==> src/rtl/seg_scan_decoder_pkg.sv <==
// Shared seven-segment definitions: scan FSM states, active-low segment patterns
// and small anode helpers used by the display drivers.
package seg_scan_decoder_pkg;

  typedef enum logic [1:0] {
    ST_IDLE    = 2'd0,
    ST_SETTLE  = 2'd1,
    ST_CAPTURE = 2'd2
  } scan_state_e;

  localparam int unsigned SEG_W  = 7;
  localparam int unsigned AN_W   = 4;
  localparam int unsigned CODE_W = 4;
  localparam int unsigned CNT_W  = 8;

  localparam logic [CNT_W-1:0]  CNT_MAX    = '1;
  localparam logic [AN_W-1:0]   AN_NONE    = 4'hF;
  localparam logic [CODE_W-1:0] BLANK_CODE = 4'hF;

  // Active-low patterns, seg[0]=a .. seg[6]=g
  localparam logic [SEG_W-1:0] SEG_0     = 7'h40;
  localparam logic [SEG_W-1:0] SEG_1     = 7'h79;
  localparam logic [SEG_W-1:0] SEG_2     = 7'h24;
  localparam logic [SEG_W-1:0] SEG_3     = 7'h30;
  localparam logic [SEG_W-1:0] SEG_4     = 7'h19;
  localparam logic [SEG_W-1:0] SEG_5     = 7'h12;
  localparam logic [SEG_W-1:0] SEG_6     = 7'h02;
  localparam logic [SEG_W-1:0] SEG_7     = 7'h78;
  localparam logic [SEG_W-1:0] SEG_8     = 7'h00;
  localparam logic [SEG_W-1:0] SEG_9     = 7'h10;
  localparam logic [SEG_W-1:0] SEG_BLANK = 7'h7F;

  function automatic logic one_low(input logic [AN_W-1:0] an);
    return ($countones(~an) == 1);
  endfunction

  function automatic logic [1:0] low_index(input logic [AN_W-1:0] an);
    logic [1:0] idx;
    idx = 2'd0;
    for (int i = 0; i < int'(AN_W); i++) begin
      if (!an[i]) idx = 2'(i);
    end
    return idx;
  endfunction

endpackage

==> src/rtl/seg_scan_decoder_decode.sv <==
// Combinational lookup from an active-low segment pattern to its hex code.
module seg_pattern_decode
  import seg_scan_decoder_pkg::*;
(
  input  logic [SEG_W-1:0]  seg,
  output logic [CODE_W-1:0] code,
  output logic              hit
);

  always_comb begin
    code = BLANK_CODE;
    hit  = 1'b1;
    case (seg)
      SEG_0:     code = 4'h0;
      SEG_1:     code = 4'h1;
      SEG_2:     code = 4'h2;
      SEG_3:     code = 4'h3;
      SEG_4:     code = 4'h4;
      SEG_5:     code = 4'h5;
      SEG_6:     code = 4'h6;
      SEG_7:     code = 4'h7;
      SEG_8:     code = 4'h8;
      SEG_9:     code = 4'h9;
      SEG_BLANK: code = BLANK_CODE;
      default:   hit  = 1'b0;
    endcase
  end

endmodule

==> src/rtl/seg_scan_decoder.sv <==
// Recovers the four digit codes from a multiplexed, active-low 7-segment scan bus,
// with debounce, per-digit staleness timeout, frame completion and error pulses.
module seg_scan_decoder
  import seg_scan_decoder_pkg::*;
#(
  parameter int unsigned STABLE_CYCLES  = 4,
  parameter int unsigned TIMEOUT_CYCLES = 1048576
) (
  input  logic              clk,
  input  logic              reset,
  input  logic [SEG_W-1:0]  seg,
  input  logic [AN_W-1:0]   an,
  output logic [15:0]       digits,
  output logic [AN_W-1:0]   digit_valid,
  output logic              frame_done,
  output logic              err
);

  localparam int unsigned TO_W = (TIMEOUT_CYCLES > 2) ? $clog2(TIMEOUT_CYCLES) : 1;
  localparam logic [TO_W-1:0] TO_LAST = TO_W'(TIMEOUT_CYCLES - 1);
  localparam logic [CNT_W-1:0] STABLE_N = CNT_W'(STABLE_CYCLES);

  logic [AN_W-1:0]   r_an_s1, r_an_s2, r_lat_an, w_lat_an_nxt;
  logic [SEG_W-1:0]  r_seg_s1, r_seg_s2, r_lat_seg, w_lat_seg_nxt;
  scan_state_e       r_state, w_state_nxt;
  logic [CNT_W-1:0]  r_cnt, w_cnt_nxt, w_cnt_inc;
  logic              r_held, w_held_nxt;
  logic              w_same;
  logic [CODE_W-1:0] w_code;
  logic              w_hit;
  logic              w_cap_ok, w_cap_err;
  logic [1:0]        w_cap_idx;
  logic [AN_W-1:0]   w_cap_bit, w_mask_base, r_mask;
  logic [TO_W-1:0]   r_to_cnt [AN_W];

  // Two-flop synchroniser; idle values match an undriven display
  always_ff @(posedge clk) begin
    if (reset) begin
      r_an_s1  <= AN_NONE;
      r_an_s2  <= AN_NONE;
      r_seg_s1 <= SEG_BLANK;
      r_seg_s2 <= SEG_BLANK;
    end else begin
      r_an_s1  <= an;
      r_an_s2  <= r_an_s1;
      r_seg_s1 <= seg;
      r_seg_s2 <= r_seg_s1;
    end
  end

  seg_pattern_decode u_decode (
    .seg  (r_lat_seg),
    .code (w_code),
    .hit  (w_hit)
  );

  assign w_same    = (r_an_s2 == r_lat_an) && (r_seg_s2 == r_lat_seg);
  assign w_cnt_inc = (r_cnt == CNT_MAX) ? r_cnt : r_cnt + CNT_W'(1);

  // Any active anode (even several) is tracked so illegal stable patterns can be flagged
  always_comb begin
    w_state_nxt   = r_state;
    w_cnt_nxt     = r_cnt;
    w_held_nxt    = r_held;
    w_lat_an_nxt  = r_lat_an;
    w_lat_seg_nxt = r_lat_seg;
    case (r_state)
      ST_IDLE: begin
        if (r_an_s2 != AN_NONE) begin
          w_lat_an_nxt  = r_an_s2;
          w_lat_seg_nxt = r_seg_s2;
          w_cnt_nxt     = CNT_W'(1);
          w_held_nxt    = 1'b0;
          w_state_nxt   = (STABLE_CYCLES == 1) ? ST_CAPTURE : ST_SETTLE;
        end
      end
      ST_SETTLE: begin
        if (!w_same) begin
          w_held_nxt = 1'b0;
          if (r_an_s2 == AN_NONE) begin
            w_cnt_nxt   = '0;
            w_state_nxt = ST_IDLE;
          end else begin
            w_lat_an_nxt  = r_an_s2;
            w_lat_seg_nxt = r_seg_s2;
            w_cnt_nxt     = CNT_W'(1);
            w_state_nxt   = (STABLE_CYCLES == 1) ? ST_CAPTURE : ST_SETTLE;
          end
        end else if (!r_held) begin
          w_cnt_nxt = w_cnt_inc;
          if (w_cnt_inc >= STABLE_N) w_state_nxt = ST_CAPTURE;
        end
      end
      ST_CAPTURE: begin
        w_cnt_nxt   = CNT_MAX;
        w_held_nxt  = 1'b1;
        w_state_nxt = ST_SETTLE;
      end
      default: w_state_nxt = ST_IDLE;
    endcase
  end

  always_ff @(posedge clk) begin
    if (reset) begin
      r_state   <= ST_IDLE;
      r_cnt     <= '0;
      r_held    <= 1'b0;
      r_lat_an  <= AN_NONE;
      r_lat_seg <= SEG_BLANK;
    end else begin
      r_state   <= w_state_nxt;
      r_cnt     <= w_cnt_nxt;
      r_held    <= w_held_nxt;
      r_lat_an  <= w_lat_an_nxt;
      r_lat_seg <= w_lat_seg_nxt;
    end
  end

  assign w_cap_ok    = (r_state == ST_CAPTURE) && one_low(r_lat_an) && w_hit;
  assign w_cap_err   = (r_state == ST_CAPTURE) && !w_cap_ok;
  assign w_cap_idx   = low_index(r_lat_an);
  assign w_cap_bit   = w_cap_ok ? (4'b0001 << w_cap_idx) : '0;
  assign w_mask_base = (r_mask == 4'hF) ? '0 : r_mask;

  // Capture outranks a same-cycle timeout on the same digit
  always_ff @(posedge clk) begin
    if (reset) begin
      digits      <= {4{BLANK_CODE}};
      digit_valid <= '0;
      frame_done  <= 1'b0;
      err         <= 1'b0;
      r_mask      <= '0;
      for (int i = 0; i < int'(AN_W); i++) r_to_cnt[i] <= '0;
    end else begin
      frame_done <= (r_mask == 4'hF);
      err        <= w_cap_err;
      r_mask     <= w_mask_base | w_cap_bit;
      for (int i = 0; i < int'(AN_W); i++) begin
        if (w_cap_ok && (w_cap_idx == 2'(i))) begin
          digits[4*i +: 4] <= w_code;
          digit_valid[i]   <= 1'b1;
          r_to_cnt[i]      <= '0;
        end else if (digit_valid[i]) begin
          if (r_to_cnt[i] >= TO_LAST) digit_valid[i] <= 1'b0;
          else                        r_to_cnt[i]    <= r_to_cnt[i] + TO_W'(1);
        end
      end
    end
  end

endmodule

==> config.mk <==
export PLATFORM = sky130hd
export DESIGN_NAME = seg_scan_decoder
export DESIGN_NICKNAME = d
export VERILOG_FILES = /design/src/rtl/seg_scan_decoder_pkg.sv /design/src/rtl/seg_scan_decoder_decode.sv /design/src/rtl/seg_scan_decoder.sv
export SDC_FILE = /design/constraint.sdc
export NUM_CORES = 1
export LEC_CHECK = 0
export CAP_MARGIN = 20
export CORE_MARGIN = 4
export CORE_UTILIZATION = 30
export DETAILED_ROUTE_END_ITERATION = 10
export HOLD_SLACK_MARGIN = 0.12
export PLACE_DENSITY = 0.53
export REMOVE_ABC_BUFFERS = 1
export SLEW_MARGIN = 25
export SYNTH_ARGS = -nofsm -noshare
export SYNTH_HDL_FRONTEND = slang
export SYNTH_SLANG_ARGS = --single-unit
==> constraint.sdc <==
create_clock -name clk -period 2.89 [get_ports clk]
set_input_delay 0.289 -clock clk [delete_from_list [all_inputs] [get_ports clk]]
set_output_delay 0.289 -clock clk [all_outputs]
set_load 0.005 [all_outputs]
# After elaboration in Yosys (flattened, before gate mapping)
# Memories as Yosys holds them, arrays and structs flattened.
# Cells that the tools add are included.
[totals]
input_bits = 13
regBits = 70
word_cells = 164
mem_count = 1
ram_bits = 80
output_inout_bits = 22
[op_classes]
n_bitwise = 10
n_shift = 1
addsub = 8
reduce_logical = 19
mux = 76
n_lt_le_gt_ge = 5
n_eq_ne = 27
[memory_table]
columns = ["name", "depth", "word_bits", "rd", "rd_clocked_by_memory_dff", "wr", "line", "text"]
rows = [
  ["r_to_cnt", 4, 20, 4, 0, 4, "seg_scan_decoder.sv:34", "logic [TO_W-1:0] r_to_cnt [AN_W];"],
]
[op_table]
columns = ["cell", "count"]
rows = [
  ["20-bit two-way mux", 8],
  ["20-bit by 1-bit adder with 20-bit output, second input constant", 4],
  ["20-bit >= comparator, second input constant", 4],
  ["1-bit two-way mux", 44],
  ["4-bit case mux with 10 select lines", 1],
  ["8-bit two-way mux", 4],
  ["7-bit == test, second input constant", 4],
  ["8-bit case mux with 3 select lines", 1],
  ["7-bit by 5-bit == test with 1-bit output, second input constant", 3],
  ["7-bit two-way mux", 3],
  ["4-bit two-way mux", 5],
  ["7-bit by 6-bit == test with 1-bit output, second input constant", 2],
  ["7-bit case mux with 2 select lines", 1],
  ["2-bit two-way mux", 6],
  ["11-bit OR reduction", 1],
  ["3-bit AND reduction", 3],
  ["8-bit by 1-bit adder with 8-bit output, second input constant", 1],
  ["4-bit == test, second input constant", 2],
  ["8-bit == test, second input constant", 1],
  ["8-bit by 3-bit >= comparator with 1-bit output, second input constant", 1],
  ["1-bit logical AND", 8],
  ["1-bit OR", 8],
  ["4-bit case mux with 2 select lines", 1],
  ["7-bit by 2-bit == test with 1-bit output, second input constant", 1],
  ["21 further kinds", 29],
]

# Longest topological paths before layout
[logic_depth]
ltp_word = 12
mapped_depth = 10
mapped_depth_nobuf = 9

# Cells and area by module
# From an unflattened synthesis, not the netlist that was laid out.
[hier_totals]
hier_cells = 722
area_unflattened_um2 = 7235.7
[by_module_without_submodules]
columns = ["module", "cells_per_inst", "n_inst", "area_each_um2", "seq_area_each_um2"]
rows = [
  ["seg_scan_decoder", 686, 1, 7009.2, 3803.6],
  ["seg_pattern_decode", 36, 1, 226.5, 0.0],
]

# Least setup slack after synthesis
# Ideal clock, no wire load.
[synth_path]
kind = "register to register"
from = "register r_lat_an[1]"
to = "memory r_to_cnt[3][0] (netlist name), enable pin"
setup_ns = 0.452
t_arrival_ns = 2.572
path_stages_with_launch = 10
synth_period_minus_slack_ns = 3.024
n_path_buf = 1
t_required_ns = 2.438
slack_ns = -0.134
cell_sequence = "dfxtp_1 fa_1 inv_1 ha_1 ha_1 and4bb_2 nor2b_1 o21ai_1 clkbuf_1 nand3b_1"
[synth_lines]
columns = ["element", "line", "text"]
rows = [
  ["start: declaration", "seg_scan_decoder.sv:23", "logic [AN_W-1:0] r_an_s1, r_an_s2, r_lat_an, w_lat_an_nxt;"],
  ["start signal: assignment", "seg_scan_decoder.sv:114", "r_lat_an <= w_lat_an_nxt;"],
  ["end: declaration", "seg_scan_decoder.sv:34", ""],
]

==> impl_results.md <==
- Status: finished, final reports clean
- Die Area: 27300 µm²
- Layout Cells excl Fill: 1128
- CORE AREA: 24300 µm²
- Cells after synthesis: 753
- Critical Path Fanout Max: 20
- Count of warnings emitted by yosys: 0
- HP Class: flip-flop to flip-flop
- Std cell rows: 57
- Fin Hold WS: 0.407 ns
- Max-cap violations: 0
- Endpoints failing setup: 0
- Synth cell count leaders: nor2_1, edfxtp_1, dfxtp_1
- CTS Buf Count: 17
- Remaining antenna violation count: 0
- Vias in the first global route: 4873
- TritonCTS clock tree: built
- Met3 GRT Util: 0.0308
- Total congestion overflow: 0
- Clock group share of total power: 0.447
- Static leakage: 3.16 nW
- Root Buffer: clkbuf_16
- Peak VDD IR: 0.285 mV
- Pin slew with the least headroom to its limit: 0.676 ns
- Dominant register cell in the synthesized netlist: edfxtp_1
- Final slew viol count: 0
- Most common cell in the netlist: nor2_1
- Area share of the largest cell type after synthesis: 0.324
- Clock Skew: 0.0100 ns
- Post-synthesis sequential area ratio: 0.514
- Arrival time at the worst endpoint: 2.90 ns
- Slew margin rel.: 0.549
- Final core utilization: 0.361
- Switch share: 0.243
- Global-route wire length before repair: 24.3 mm
- Initial antenna violation count: 0
- Hold_buf cts: 0
- Global-route met1 utilization: 0.154
- DRC: 0
- Met2 global-route usage: 0.168
- Setup tns final: 0 ns
- N_diodes: 0
- Total Power: 5.12 mW
- Async SR Flop Fraction: 0
- Vias per inst: 4.66
- Post-synth EDFFs: 80
- I/O pins: 35
- Area grow syn2layout: 18.6%
- Routed vias: 5251
- Htree depth: 4
- Leading area contributor after synthesis: edfxtp_1
- Clock sink total: 150
- Synth top area cells: edfxtp_1, dfxtp_1, nor2_1
- Largest net degree at the start of global routing: 43
- Combinational power share: 0.079
- Initial Util: 0.305
- Reg clk slew, reported paths: 0.06 ns
- Kind of critical path: flip-flop to flip-flop
- GP Congestion: 0.754
- Post-Syn Area: 7410 µm²
- Psw: 1.24 mW
- Placed Cells: 1096
- GRT Total Usage: 0.112
- Flop pwr share: 0.474
- FMAX: 0.367 GHz
- DRT Pass-1 Iters: 4
- Die width: 165 µm
- Startpoint type of the worst setup path: flip-flop
- PwrDens: 582 nW/µm²
- Critical path required time: 3.07 ns
- WL per Instance: 13.0 µm
- Fin crit share: 0.943
- Hold Vio Cnt, Final: 0
- Internal: 3.87 mW
- Clock latency on the worst-skew pair: 0.43 ns
- Global route hottest layer: met2
- CTS Buffer Depth: 2
- Nets@finish: 816
- Netlist cell types: 58
- Syn Area/Cell: 9.84 µm²
- Share of cells above drive strength 1: 0.113
- DR iter-0 viols: 406
- Clock period minus worst slack: 2.73 ns
- PortBufs: 34
- Post-synthesis register bit count: 150
- WL final: 14.6 mm
- DIE HEIGHT: 165 µm
- Setup Fix Bufs, Post-CTS: 0
- Hpwl dp: 9.98 mm
- CP Capture Type: flip-flop
- RSZ-0062 raised after global routing: no
## power by group through the flow
| stage | Combinational, mW | Clock (mW) | Sequential (mW) |
|---|---|---|---|
| 3_5_place_dp | 0.406 | 0 | 2.47 |
| 6_report | 0.403 | 2.29 | 2.43 |
| 3_3_place_gp | 0.406 | 0 | 2.47 |
| 2_1_floorplan | 0.276 | 0 | 2.45 |
| 5_1_grt | 0.459 | 2.44 | 2.44 |
| 4_1_cts | 0.408 | 2.35 | 2.43 |
## metrics by stage
stage	worst slack [ns]	area, µm²
floorplan	-0.103	7220
global placement	0.157	8170
detailed placement	0.0805	8170
CTS	0.0783	8770
global route	0.0423	8790
finish	0.164	8790
## final cells by class
class	instances	area (µm²)
repair buffers	55	551
clock buffers	18	429
clock inverters	14	175
fillers	2398	15500
inverters	29	109
multi-input cells	538	3310
flip-flops and latches	150	3800
well taps	324	405
## worst paths after layout
| check | slack (ns) | from | endpoint | cells after the start |
|---|---|---|---|---|
| max | 0.16 | r_lat_an[0]$_SDFFE_PP1P_ | r_to_cnt[3][7]$_SDFFCE_PN0P_ | 10 |
| min | 0.41 | r_seg_s1[0]$_SDFF_PP1_ | r_seg_s2[0]$_SDFF_PP1_ | 1 |
| max reg2reg | 0.16 | r_lat_an[0]$_SDFFE_PP1P_ | r_to_cnt[3][7]$_SDFFCE_PN0P_ | 10 |
| min reg2reg | 0.41 | r_seg_s1[0]$_SDFF_PP1_ | r_seg_s2[0]$_SDFF_PP1_ | 1 |
## cell usage in the layout (no fill, tap or decap), types with 3 or more instances in the layout
| master | n |
|---|---|
| and4_1 | 12 |
| xor2_1 | 51 |
| a211o_1 | 14 |
| o21ai_0 | 28 |
| edfxtp_1 | 80 |
| nor4_1 | 4 |
| xnor2_1 | 35 |
| o2bb2ai_1 | 7 |
| clkdlybuf4s50_1 | 33 |
| inv_6 | 3 |
| or3_1 | 4 |
| dfxtp_1 | 70 |
| nor2_1 | 124 |
| or2_2 | 25 |
| nand2_1 | 46 |
| buf_12 | 4 |
| mux2_2 | 3 |
| a31oi_1 | 3 |
| nor3_1 | 11 |
| buf_4 | 15 |
| and3_1 | 18 |
| ha_1 | 11 |
| bufinv_16 | 3 |
| inv_1 | 29 |
| or4_1 | 3 |
| nand4_1 | 21 |
| nor2b_1 | 3 |
| clkinv_4 | 4 |
| nand3_1 | 44 |
| clkbuf_16 | 17 |
| nand2b_1 | 3 |
| a21oi_1 | 29 |
## worst max-delay path, cell delays in order (launching register included)
cell and delay [ns]:
dfxtp_1 0.35, fa_1 0.54, inv_1 0.04, ha_1 0.17, ha_1 0.26, and4bb_2 0.35, nor2b_1 0.22, o21ai_2 0.11
or3b_1 0.18, buf_6 0.18, nor2_1 0.07
## flip-flops by register name, indices dropped and copies added (netlist names), 2 cells and up
name,cells
r_to_cnt,80
digits,16
r_cnt,8
r_lat_seg,7
r_seg_s1,7
r_seg_s2,7
digit_valid,4
r_an_s1,4
r_an_s2,4
r_lat_an,4
r_mask,4
r_state,2
## logic make-up after synthesis
group / synth area share
AOI/OAI and AO/OA: 0.0922
DFF: 0.514
adders and majority gates: 0.0213
muxes: 0.00456
buffers and inverters: 0.0397
xor gates and xnor gates: 0.102
and+or+nand+nor: 0.227
## layer usage
layer / part of all wire / wire [µm]
met4: 0.014 / 208
met2: 0.45 / 6530
met1: 0.51 / 7450
met5: 0 / 0
met3: 0.031 / 453
## repair_timing
action	in CTS	in global routing
hold endpoints to repair	0	0
setup endpoints to repair	0	24
gates resized for setup	0	3
Note: power is estimated with default switching activity, not from simulation.
